[config.mk]
export PLATFORM = sky130hd
export DESIGN_NAME = eat_event_gen
export DESIGN_NICKNAME = d
export VERILOG_FILES = /design/src/rtl/eat_event_gen_pkg.sv /design/src/rtl/frame_start_det.sv /design/src/rtl/eat_event_gen.sv
export SDC_FILE = /design/constraint.sdc
export NUM_CORES = 1
export LEC_CHECK = 0
export CORE_ASPECT_RATIO = 0.9
export CORE_MARGIN = 2
export CORE_UTILIZATION = 42
export DETAILED_ROUTE_END_ITERATION = 8
export GPL_TIMING_DRIVEN = 0
export PLACE_DENSITY = 0.82
export SLEW_MARGIN = 40
export SYNTH_ARGS = -nofsm -noshare
export SYNTH_HDL_FRONTEND = slang
export SYNTH_HIERARCHICAL = 1
export SYNTH_SLANG_ARGS = --single-unit
[constraint.sdc]
create_clock -name clk -period 4.95 [get_ports clk]
set_input_delay 0.7425 -clock clk [delete_from_list [all_inputs] [get_ports clk]]
set_output_delay 0.7425 -clock clk [all_outputs]
set_load 0.02 [all_outputs]
[src/rtl/eat_event_gen_pkg.sv]
// Shared game types: scan coordinate width, eat-FSM states and the hit-flag pair.
// Pure declarations; no logic and no timing.
package eat_event_gen_pkg;

  localparam int PIX_W = 11;
  localparam int CNT_W = 4;

  typedef enum logic [1:0] {
    ST_COLLECT  = 2'd0,
    ST_REPORT   = 2'd1,
    ST_COOLDOWN = 2'd2
  } eat_state_t;

  typedef struct packed {
    logic gold;
    logic dimond;
  } hit_t;

  function automatic logic any_hit(input hit_t h);
    return h.gold | h.dimond;
  endfunction

endpackage

[src/rtl/frame_start_det.sv]
// Frame-start strobe: rising edge of "scan at (0,0)"; combinational from pixel inputs.
// Latency 0 (one-clock strobe); no backpressure.
module frame_start_det
  import eat_event_gen_pkg::*;
(
  input  logic             clk,
  input  logic             resetN,
  input  logic [PIX_W-1:0] pixelX,
  input  logic [PIX_W-1:0] pixelY,
  output logic             frame_start
);

  logic w_fs_cond;
  logic r_fs_prev;

  assign w_fs_cond = (pixelX == '0) && (pixelY == '0);

  // Previous value resets high so a scan parked at (0,0) across reset gives no strobe.
  always_ff @(posedge clk) begin
    if (resetN) begin
      r_fs_prev <= 1'b1;
    end else begin
      r_fs_prev <= w_fs_cond;
    end
  end

  assign frame_start = w_fs_cond & ~r_fs_prev;

endmodule

[src/rtl/eat_event_gen.sv]
// Per-frame eat reporter: latches player/gold/diamond overlaps, pulses once per frame, then cools down.
// Latency: pulse 1 clock after frame start; no backpressure (score path always accepts).
module eat_event_gen
  import eat_event_gen_pkg::*;
#(
  parameter int COOLDOWN_FRAMES = 4
) (
  input  logic             clk,
  input  logic             resetN,
  input  logic [PIX_W-1:0] pixelX,
  input  logic [PIX_W-1:0] pixelY,
  input  logic             player_dr,
  input  logic             gold_dr,
  input  logic             dimond_dr,
  output logic             player_eat_gold,
  output logic             player_eat_dimond,
  output logic             eat_busy
);

  eat_state_t             r_state;
  eat_state_t             w_next_state;
  hit_t                   r_hit;
  hit_t                   w_next_hit;
  hit_t                   r_rep;
  hit_t                   w_next_rep;
  logic       [CNT_W-1:0] r_cnt;
  logic       [CNT_W-1:0] w_next_cnt;
  hit_t                   w_coll;
  logic                   w_frame_start;

  frame_start_det u_fs_det (
    .clk         (clk),
    .resetN      (resetN),
    .pixelX      (pixelX),
    .pixelY      (pixelY),
    .frame_start (w_frame_start)
  );

  assign w_coll.gold   = player_dr & gold_dr;
  assign w_coll.dimond = player_dr & dimond_dr;

  always_ff @(posedge clk) begin
    if (resetN) begin
      r_state <= ST_COLLECT;
      r_hit   <= '0;
      r_rep   <= '0;
      r_cnt   <= '0;
    end else begin
      r_state <= w_next_state;
      r_hit   <= w_next_hit;
      r_rep   <= w_next_rep;
      r_cnt   <= w_next_cnt;
    end
  end

  // Collisions on the frame-start clock always belong to the frame that is beginning.
  always_comb begin
    w_next_state = r_state;
    w_next_hit   = r_hit;
    w_next_rep   = r_rep;
    w_next_cnt   = r_cnt;
    unique case (r_state)
      ST_COLLECT: begin
        if (w_frame_start && any_hit(r_hit)) begin
          w_next_rep   = r_hit;
          w_next_hit   = w_coll;
          w_next_state = ST_REPORT;
        end else if (w_frame_start) begin
          w_next_hit = w_coll;
        end else begin
          w_next_hit = hit_t'(r_hit | w_coll);
        end
      end
      ST_REPORT: begin
        w_next_hit   = '0;
        w_next_cnt   = CNT_W'(COOLDOWN_FRAMES);
        w_next_state = ST_COOLDOWN;
      end
      ST_COOLDOWN: begin
        w_next_hit = '0;
        if (w_frame_start) begin
          if (r_cnt <= CNT_W'(1)) begin
            w_next_cnt   = '0;
            w_next_hit   = w_coll;
            w_next_state = ST_COLLECT;
          end else begin
            w_next_cnt = r_cnt - CNT_W'(1);
          end
        end
      end
      default: begin
        w_next_hit   = '0;
        w_next_cnt   = '0;
        w_next_state = ST_COLLECT;
      end
    endcase
  end

  // Outputs are gated by reset so a reset landing on the report clock swallows the pulse.
  assign player_eat_gold   = (r_state == ST_REPORT) & r_rep.gold   & ~resetN;
  assign player_eat_dimond = (r_state == ST_REPORT) & r_rep.dimond & ~resetN;
  assign eat_busy          = (r_state != ST_COLLECT) & ~resetN;

endmodule

* Word-level counts from Yosys, hierarchy flattened *
Index checks and enable logic that the tools add are counted.

word-level totals
  flip-flop bits (word level) = 11
  bits in latches = 0
  memory bits (writable) = 0
  output and inout port bits = 3
  bits in read-only memories = 0
  memories = 0

operators by class
  shift-type cells = 0
  eq/ne operators = 5
  mux-type cells = 12
  $lt $le $gt $ge = 1
  add/subtract/negate cells = 1
  multiply operators = 0
  bitwise gates (word level) = 13
  divide/modulo/power cells = 0
  reductions and logical operators = 9

operators by type and width
  kind                   number
  $logic_not A11 Y1      2
  $mux W2                7
  $pmux W4 S3            1
  $and A1 B1 Y1          8
  $mux W4                2
  $ne A2 B2 Y1 const B   3
  $pmux W2 S3            1
  $le A4 B1 Y1 const B   1
  $pmux W2 S2            1
  $reduce_and A2 Y1      2
  $sub A4 B1 Y4 const B  1
  $not A1 Y1             3
  $reduce_and A3 Y1      1
  $eq A2 B1 Y1 const B   1
  $eq A2 B2 Y1 const B   1
  $logic_and A1 B1 Y1    2
  $logic_not A2 Y1       1
  $or A2 B2 Y2           1
  $reduce_bool A2 Y1     1
  $or A1 B1 Y1           1

* Depth between registers and ports, before layout *
Gate-level depths: netlist (run 1).

  word-level depth = 6
  mapped depth = 7
  depth with buffers taken out = 7

* By module *
Netlist (run 1), hierarchy kept.

modules (own cells, without submodules)
  module           area an instance (µm²)  cells each  times used  sequential area each (µm²)
  eat_event_gen    555.5                   69          1           200.2
  frame_start_det  82.6                    11          1           20.0

* Least setup slack after synthesis (run 1) *
OpenSTA, ideal clock, no wires.

  kind = input to register
  start point = input pixelX[6]
  end point = register r_cnt[3]
  setup time = 74 ps
  required time = 4,876 ps
  arrival = 2,291 ps
  path buffers = 0
  path slack = 2,585 ps
  stages = 7
  path through = nor4_1 > nand4_1 > nor3_2 > inv_2 > a21o_1 > or4_1 > a31oi_1

between the ends
  word-level cells in the longest chain between the ends = 5

ends and longest elaborated chain
  item                         RTL line               RTL
  start: declaration           eat_event_gen.sv:10    input logic [PIX_W-1:0] pixelX,
  $logic_not A11 Y1            frame_start_det.sv:16  assign w_fs_cond = (pixelX == '0) && (pixelY == '0);
  $logic_and A1 B1 Y1          frame_start_det.sv:16
  $and A1 B1 Y1                frame_start_det.sv:27  assign frame_start = w_fs_cond & ~r_fs_prev;
  via w_frame_start            eat_event_gen.sv:29    logic w_frame_start;
  $ne A2 B2 Y1 (no line)       -
  $reduce_and A2 Y1 (no line)  -
  end signal: assignment       eat_event_gen.sv:52    r_cnt <= w_next_cnt;
  end: declaration             eat_event_gen.sv:26    logic [CNT_W-1:0] r_cnt;

The timed path passes the listed nets, and every way through them passes these cells.
A chain may end at the register's enable or synchronous reset.

* Worst setup path after layout (run 1) *
  start point = input resetN
  end point = output eat_busy

between the ends
  word-level cells in the longest chain between the ends = 2

ends and longest elaborated chain
  item                RTL line              RTL
  start: declaration  eat_event_gen.sv:9    input logic resetN,
  $not A1 Y1          eat_event_gen.sv:102  assign eat_busy = (r_state != ST_COLLECT) & ~resetN;
  $and A1 B1 Y1       eat_event_gen.sv:102
  end: declaration    eat_event_gen.sv:17   output logic eat_busy

Every way passes these cells.

==> results of run 1 <==
## final timing paths
check,to,slack [ns]
max reg2reg,r_cnt[3],3.30
min,r_rep[0],0.46
min reg2reg,r_rep[0],0.46
max,eat_busy,2.11
## routing by layer
| metal | up-vias | wire length (um) |
|---|---|---|
| met3 | 2 | 34 |
| met1 | 316 | 742 |
| met2 | 6 | 741 |
| li1 | 361 | - |
| met5 | - | 0 |
| met4 | 0 | 6 |
## synthesized netlist by cell type, types with 2 or more instances
| cell type | number | area (um^2) |
|---|---|---|
| sky130_fd_sc_hd__nand2_1 | 8 | 30.0 |
| sky130_fd_sc_hd__a21oi_1 | 6 | 30.0 |
| sky130_fd_sc_hd__ha_1 | 5 | 62.6 |
| sky130_fd_sc_hd__inv_1 | 6 | 22.5 |
| sky130_fd_sc_hd__nor4_1 | 6 | 37.5 |
| sky130_fd_sc_hd__nand2b_1 | 2 | 12.5 |
| sky130_fd_sc_hd__nand4_1 | 3 | 18.8 |
| sky130_fd_sc_hd__nand3_1 | 4 | 20.0 |
| sky130_fd_sc_hd__dfxtp_1 | 11 | 220 |
| sky130_fd_sc_hd__a31oi_1 | 2 | 12.5 |
| sky130_fd_sc_hd__nor2_1 | 9 | 33.8 |
## state kept, by name (all words and copies together), names as in the netlist
name                flops
r_cnt                   4
r_hit                   2
r_rep                   2
r_state                 2
u_fs_det/r_fs_prev      1
## cells by family after synthesis
family,synth area share
flops,0.345
mux,0.0157
buf+inv,0.0529
compound gates,0.176
xor+xnor,0.0137
fa+ha+maj,0.0980
simple gates,0.298
## worst register-to-register path, stage by stage, from the launching register on
cell and delay [ns]:
sky130_fd_sc_hd__dfxtp_1 0.36, sky130_fd_sc_hd__inv_1 0.07, sky130_fd_sc_hd__ha_1 0.22, sky130_fd_sc_hd__nor2_1 0.19
sky130_fd_sc_hd__o31ai_1 0.14, sky130_fd_sc_hd__or4_1 0.48, sky130_fd_sc_hd__a31oi_1 0.13
## power by group
group / leakage (nW) / internal (mW) / switching [mW] / total [mW]
registers: 0.0894 / 0.0900 / 0.00104 / 0.0910
clock network: 0.0150 / 0.0312 / 0.0299 / 0.0611
logic: 0.233 / 0.0211 / 0.00602 / 0.0271
total: 0.338 / 0.142 / 0.0370 / 0.179
## cell type report
cell class	instances	area, um^2
buffer	1	7.51
inverter	7	26.3
fill	121	458
multi-input combinational	61	384
clock buffer	4	26.3
sequential	11	220
tap	15	18.8
timing repair buffer	29	290
## cells in the final DEF (no fill, tap or decap)
cell and n:
sky130_fd_sc_hd__clkdlybuf4s50_1 29, sky130_fd_sc_hd__dfxtp_1 11, sky130_fd_sc_hd__nor2_1 9, sky130_fd_sc_hd__nand2_1 8, sky130_fd_sc_hd__inv_1 6, sky130_fd_sc_hd__a21oi_1 6
sky130_fd_sc_hd__nor4_1 6, sky130_fd_sc_hd__ha_1 5, sky130_fd_sc_hd__nand3_1 4, sky130_fd_sc_hd__nand4_1 3, sky130_fd_sc_hd__clkbuf_4 3, sky130_fd_sc_hd__nand2b_1 2
sky130_fd_sc_hd__a31oi_1 2, sky130_fd_sc_hd__buf_4 1, sky130_fd_sc_hd__inv_2 1, sky130_fd_sc_hd__a21o_1 1, sky130_fd_sc_hd__o31a_1 1, sky130_fd_sc_hd__nand4b_1 1
sky130_fd_sc_hd__o31ai_1 1, sky130_fd_sc_hd__o21ai_0 1, sky130_fd_sc_hd__mux2i_1 1, sky130_fd_sc_hd__a22oi_1 1, sky130_fd_sc_hd__nor3_1 1, sky130_fd_sc_hd__a22o_2 1
sky130_fd_sc_hd__a32oi_1 1, sky130_fd_sc_hd__or3_1 1, sky130_fd_sc_hd__or4_1 1, sky130_fd_sc_hd__a211oi_1 1, sky130_fd_sc_hd__xor2_1 1, sky130_fd_sc_hd__clkbuf_1 1
sky130_fd_sc_hd__nor3_2 1, sky130_fd_sc_hd__o21bai_1 1
==> results.txt, run 1 <==
- The flow ran to the end, and the final reports show no timing, DRC or antenna violations.
* Net count of the finished layout: between 100 and 150
- Clock period minus final worst setup slack: between 2 and 3 ns
* Cell repeated most along the worst path: sky130_fd_sc_hd__clkdlybuf4s50_1
- Adding up every negative setup slack in the final design gives 0 ns.
* RSZ-0062 raised after global routing: no
- The worst hold path belongs to the class register to register.
- CTS built an H-tree with a depth of 1.
- Final Routed Wirelength: 1520 um
- Setup fix buffers added after clock tree synthesis: 0
- Delay of the slowest cell on the worst path: ~0.62 ns
- The number of global-route vias before repair came to ~600.
- Relative to the synthesized area, the layout overhead comes to 52.5%.
- The worst setup path is launched from an input port.
- Number of cells on the critical path: 4
- The startpoint identified for the worst register-to-register timing path is r_cnt[0].
- In the routed design, unresolved DRC markers number 0.
- The first detailed-routing pass took 2 iterations.
- Number of routed nets with antenna violations: 0
- The first global-routing pass estimated between 2000 and 2500 um of wire.
- Arrival time of data at the critical path endpoint: 2.10 ns
- The count of pins over their slew limit is 0.
- Among all flip-flop cells after synthesis, the most frequent one is sky130_fd_sc_hd__dfxtp_1.
- Summed over all cells, the static leakage comes to 0.338 nW.
- Antenna diode count: 0
- Worst Reg2Reg Path Length in Cells: 6
* Worst setup path class: input port to output port
- No sink is reached through more buffers than the 2 on the longest clock path.
- Power per cell area: between 150 and 200 mW/mm^2
* Clock edge transition at the registers on the reported setup and hold paths: ~0.07 ns
- After layout, the worst setup slack is roughly 2.1 ns.
* Ys Warns: 6
* Clock tree skew after final layout: between 0.0015 and 0.002 ns
- From bottom edge to top edge, the die measures 41.0 um.
- The initial antenna violation count came to 0.
* Io pins: 30
- Launch point of the worst path: resetN
- Setup violators final: 0
* Worst Hold Path Cells: 2
- Post-route cell area: 973 um^2
- The HPWL after detailed placement is 1290 um.
- Count of final hold-check violations: 0
- Clock Tree Root: sky130_fd_sc_hd__clkbuf_4
* Number of vias in the routed layout: 685
- At the pin with the least slew margin, the transition time is about 0.45 ns.
- Number of sinks driven by the clock tree: 11
- For this run, global-route usage on met3 was measured as 0.0441.
- Cell Area, Placed: approximately 950 um^2
- Type of element capturing the critical path: output port
- The average instance in the mapped netlist occupies about 8 um^2.
- Worst slack at placement: roughly 2 ns
- Headroom to the max-slew limit came out at 0.703.
- Fraction of the core area covered by cells at the end of the flow: 0.680
* Total congestion overflow after global routing: 0
- Final Cycle Share: 0.575
- Async set or reset register ratio after synthesis: 0
* Clock latency at the later pin of the worst-skew pair: 0.26 ns
- Grt met1 use: 0.239
- Wire length per cell: ~12 um
- Fraction of the yosys area taken by sequential cells: 0.345
* Post-synth net total: roughly 110
* Gate family responsible for the most delay along the worst path: buffers and inverters
- IR Drop Worst-Case VDD: ~0.00011 V
- Fmax: roughly 0.35 GHz
- Post-CTS Resized: 0
* Hold bufs inserted after CTS: 0
- DIE WIDTH: approximately 45 um
* Origin of the worst min-delay path: r_rep[0]
* Synth Register Bits: 11
- Across every metal layer, demand over resource in global routing totals 0.189.
- In the final layout, the share of cells above drive strength 1 is 0.0619.
- Entering global routing, the biggest net connects 11 pins.
- Core Region: 0.00143 mm^2
- Die area: roughly 0.0018 mm^2
* Worst-path cell chain: clkdlybuf4s50_1, buf_4, nor2_1, clkdlybuf4s50_1
* Met2 track demand over resource in global routing: 0.296
- STA puts the critical path data required time at roughly 4.2 ns.
* Number of enable flip-flop cells after synthesis: 0
* Number of distinct standard cells referenced by the synthesized netlist: 29
- Final hold analysis gives a worst-case slack of 0.461 ns.
* I/O Buffers: 29
- Number of core rows: 13
* Number of cells produced by synthesis: 80
- Counting tap cells, the placed design contains a total of 124 instances.
- Synthesized area: 638 um^2
* Starting Density: 0.446
- Across the run, the number of max-cap violations was 0.
- Worst Path Buf+Inv: 3
* TritonCTS clock tree: built
- The slowest stage of the critical path is the sky130_fd_sc_hd__clkdlybuf4s50_1 cell.
- For this block, the initial DRC count from the detailed router was 11.
* Busiest metal layer after global routing: met2
- Number of buffers added by the clock tree synthesis step: 3
* Gp weighted congestion: a little over 0.7
- Detail-routed via count per cell: approximately 5.4
- Overall Power: between 0.15 and 0.2 mW
- Largest fanout on the critical path: 10
* Non-filler cells, final: 128
(Power assumes the default switching activity.)
==> run 2: changes to the inputs <==
Settings changed: CORE_UTILIZATION 42 to 35, PLACE_DENSITY 0.82 to 0.73.
Clock period 4.95 ns to 2.4 ns, I/O delays scaled along.
==> run 2 against run 1 <==
  * Wire length rose by 9.6%
  * Largest power group unchanged
  * Sequential share of layout area shrank 1.0 points
  * Power rose by 110%
  * Sequential power rose by 110%
  * Register-to-register slack lost 2.6 ns
  * Critical endpoint is now r_cnt[3]
==> results.txt, run 2 (synthesis gave the netlist of run 1 again) <==
- Hold Slack: 0.457 ns
- The first detailed-routing pass ran for 4 iterations.
* Clock latency at the later pin of the worst-skew pair: between 0.2 and 0.3 ns
* Number of maximum-capacitance violations: 0
* Power share of the clock group: 0.337
* Internal Dissipation: 0.294 mW
- Total congestion overflow after global routing: 0
* Pin count of the biggest net entering global routing: 11
- Post-route cell area: between 0.001 and 0.0015 mm^2
- By startpoint and endpoint, the worst setup path is classified as input port to register.
* TritonCTS clock tree: built
- STA classifies the critical path endpoint as a register.
* Gate family responsible for the most delay along the worst path: simple AND/OR/NAND/NOR gates
* Commonest non-fill, non-tap cell in the layout: sky130_fd_sc_hd__clkdlybuf4s50_1
- The startpoint identified for the worst register-to-register timing path is r_cnt[0].
* Reg2reg setup slack: roughly 0.7 ns
- Global-route wire length before repair: about 2800 um
- The worst register-to-register path ends at r_cnt[3].
- Launch point of the worst path: pixelY[9]
- Worst Path Buf+Inv: 2
- IR analysis of the VDD net gives a maximum drop of 0.000292 V.
* Wire length per cell: 12.0 um
- Fillcell total: 156
* Worst Hold Path Cells: 2
* Total global routing track utilization: 0.168
- The initial antenna violation count came to 0.
- Gate power share: 0.157
- CTS saw 11 sinks.
- Dividing the final minimum period by the clock period gives 0.942.
* Kind of launch point of the worst setup path: input port
* Number of violations reported at the end of detailed-routing iteration 0: 3
- Counting cells, the worst reg-to-reg path comes to 6.
- For this design the ratio of total power to cell area is between 300 and 400 mW/mm^2.
* Proportion of power drawn by flip-flops and latches: 0.506
- I/O Buffers: 29
* Worst hold-check path type: register to register
- Residual DRC count: 0
- Max FFs per register: 4
- Subtracting the final worst setup slack from the clock period gives 2.26 ns.
- Pins over their slew limit: 0
- The number of global-route vias before repair is about 670.
- Growth of design area from synthesis to finish: 59.6%
* Deepest level of the CTS H-tree: 1
- Fin Setup TNS: 0 ns
- In this run the most critical hold path is launched from r_rep[0].
- The tree is rooted in a sky130_fd_sc_hd__clkbuf_4.
- In this run the static leakage power is about 0.36 nW.
- Clock tree skew after final layout: between 0.002 and 0.003 ns
- Count of final hold-check violations: 0
- Detail-routed via count per cell: 5.16
- Setup violations remaining at the end of the flow were counted as 0.
- Die area: roughly 0.0022 mm^2
- In the final layout, the share of cells above drive strength 1 is 0.0957.
- The floorplan step defined a core boundary enclosing ~0.0017 mm^2.
* Register with the highest flop count: r_cnt
- At the pin with the least slew margin, the transition time is approximately 0.48 ns.
- Status: finished clean
- Net count of the finished layout: 148
- The slowest stage of the critical path is the sky130_fd_sc_hd__or4_1 cell.
* Hold bufs inserted after CTS: 0
- After detailed routing, the total wire length is 1670 um.
- For the worst setup path, the data arrival time is between 2 and 2.5 ns.
* Largest fanout on the critical path: 5
- The die is around 49 um wide.
- Number of routed nets with antenna violations: 0
- Number of core rows: 14
- After detailed placement, the total cell area comes to 958 um^2.
- Worst-path cell chain: clkdlybuf4s50_1, nor4_1, nand4_1, nor3_4, inv_2, a21o_1, or4_1, a31oi_1
* Die Ht: approximately 45 um
- Fmax: 0.442 GHz
* Clock edge transition at the registers on the reported setup and hold paths: 0.07 ns
* End point of the most critical hold path: r_rep[0]
* Switching share of power: 0.209
* Net switching component of the power: between 0.07 and 0.08 mW
* Gp weighted congestion: ~0.8
- Once detailed placement completed, the half-perimeter wirelength came to between 1000 and 1500 um.
- Io pins: 30
* Maximum buffer depth of the clock tree: 2
- Worst slew margin: 0.680
- Worst EP required: 2.60 ns
- The routed layout has 717 vias.
* Number of buffers added by the clock tree synthesis step: 3
- Starting Density: 0.376
- For this run, the slowest stage of the critical path takes 0.50 ns.
* Antenna diode count: 0
- Most frequent cells in the layout: sky130_fd_sc_hd__clkdlybuf4s50_1, sky130_fd_sc_hd__dfxtp_1, sky130_fd_sc_hd__nor2_1
## run 2: layout make-up
type	instances	area [um^2]	share of cell area
Multi-Input combinational cell	61	403	0.396
Buffer	1	7.51	0.00737
Timing Repair Buffer	31	305	0.300
Inverter	7	26.3	0.0258
Tap cell	24	30.0	0.0295
Sequential cell	11	220	0.216
Clock buffer	4	26.3	0.0258
## run 2: what timing repair did
item / CTS / global route
resized for setup: 0 / 3
hold endpoints to repair: 0 / 0
setup endpoints to repair: 0 / 5
buffers inserted: 0 / 2
## run 2: power by group through the flow
stage                     Combinational [mW]  Sequential (mW)  Clock [mW]
after global routing                  0.0626            0.188       0.136
final                                 0.0585            0.188       0.125
after floorplan                       0.0111            0.191           0
after global placement                0.0552            0.192           0
after detailed placement              0.0564            0.192           0
after CTS                             0.0569            0.188       0.129
## run 2: worst max path at each step
stage,end,depth (start not counted),slack [ns]
after global placement,r_cnt[3],8,-0.20
final,r_cnt[3],8,0.14
after CTS,r_cnt[3],8,0.09
after detailed placement,r_cnt[3],8,-0.19
after floorplan,r_cnt[3],7,0.42
after global routing,r_state[1],8,-0.09
## run 2: layer usage
metal  share of wire  wire [um]  global-route usage  up-vias
met5               0          0                   0        -
met4          0.0072         12              0.0343        0
met3           0.037         62              0.0642        3
met2            0.52        876               0.301        9
met1            0.43        719               0.193      342
li1                -          -                   -      363
## run 2: worst register-to-register path, cell delays in order (launching register included)
cell,delay (ns)
sky130_fd_sc_hd__dfxtp_1,0.37
sky130_fd_sc_hd__inv_1,0.07
sky130_fd_sc_hd__ha_1,0.22
sky130_fd_sc_hd__nor2_1,0.19
sky130_fd_sc_hd__o31ai_1,0.16
sky130_fd_sc_hd__or4_1,0.49
sky130_fd_sc_hd__a31oi_1,0.13
## run 2: through the flow
stage / worst slack [ns] / std cells / total power, mW / util
5_1_grt: -0.0859 / 139 / 0.386 / 0.599
3_5_place_dp: -0.194 / 133 / 0.248 / 0.564
4_1_cts: 0.0888 / 137 / 0.374 / 0.580
3_3_place_gp: -0.200 / 133 / 0.247 / 0.564
6_report: 0.138 / 139 / 0.372 / 0.599
2_1_floorplan: 0.417 / 80 / 0.203 / -
==> run 3: changes to the inputs <==
Settings changed: CORE_UTILIZATION 35 to 42, PLACE_DENSITY 0.73 to 0.82, SLEW_MARGIN 40 to 20.
Clock period 2.4 ns to 2.8 ns, I/O delays scaled along.
==> results of run 3 <==
Same layout as run 1 (identical final DEF). Status: finished clean.
Main changes from that run: setup slack after placement 1.94 ns -> 0.117 ns; setup slack after layout 2.11 ns -> 0.403 ns; start point of the critical path resetN -> pixelY[5]; end point of the critical path eat_busy -> r_cnt[3]; register-to-register setup slack 3.30 ns -> 1.15 ns; total power 0.179 mW -> 0.317 mW; worst IR drop on VDD 0.000112 V -> 0.000198 V
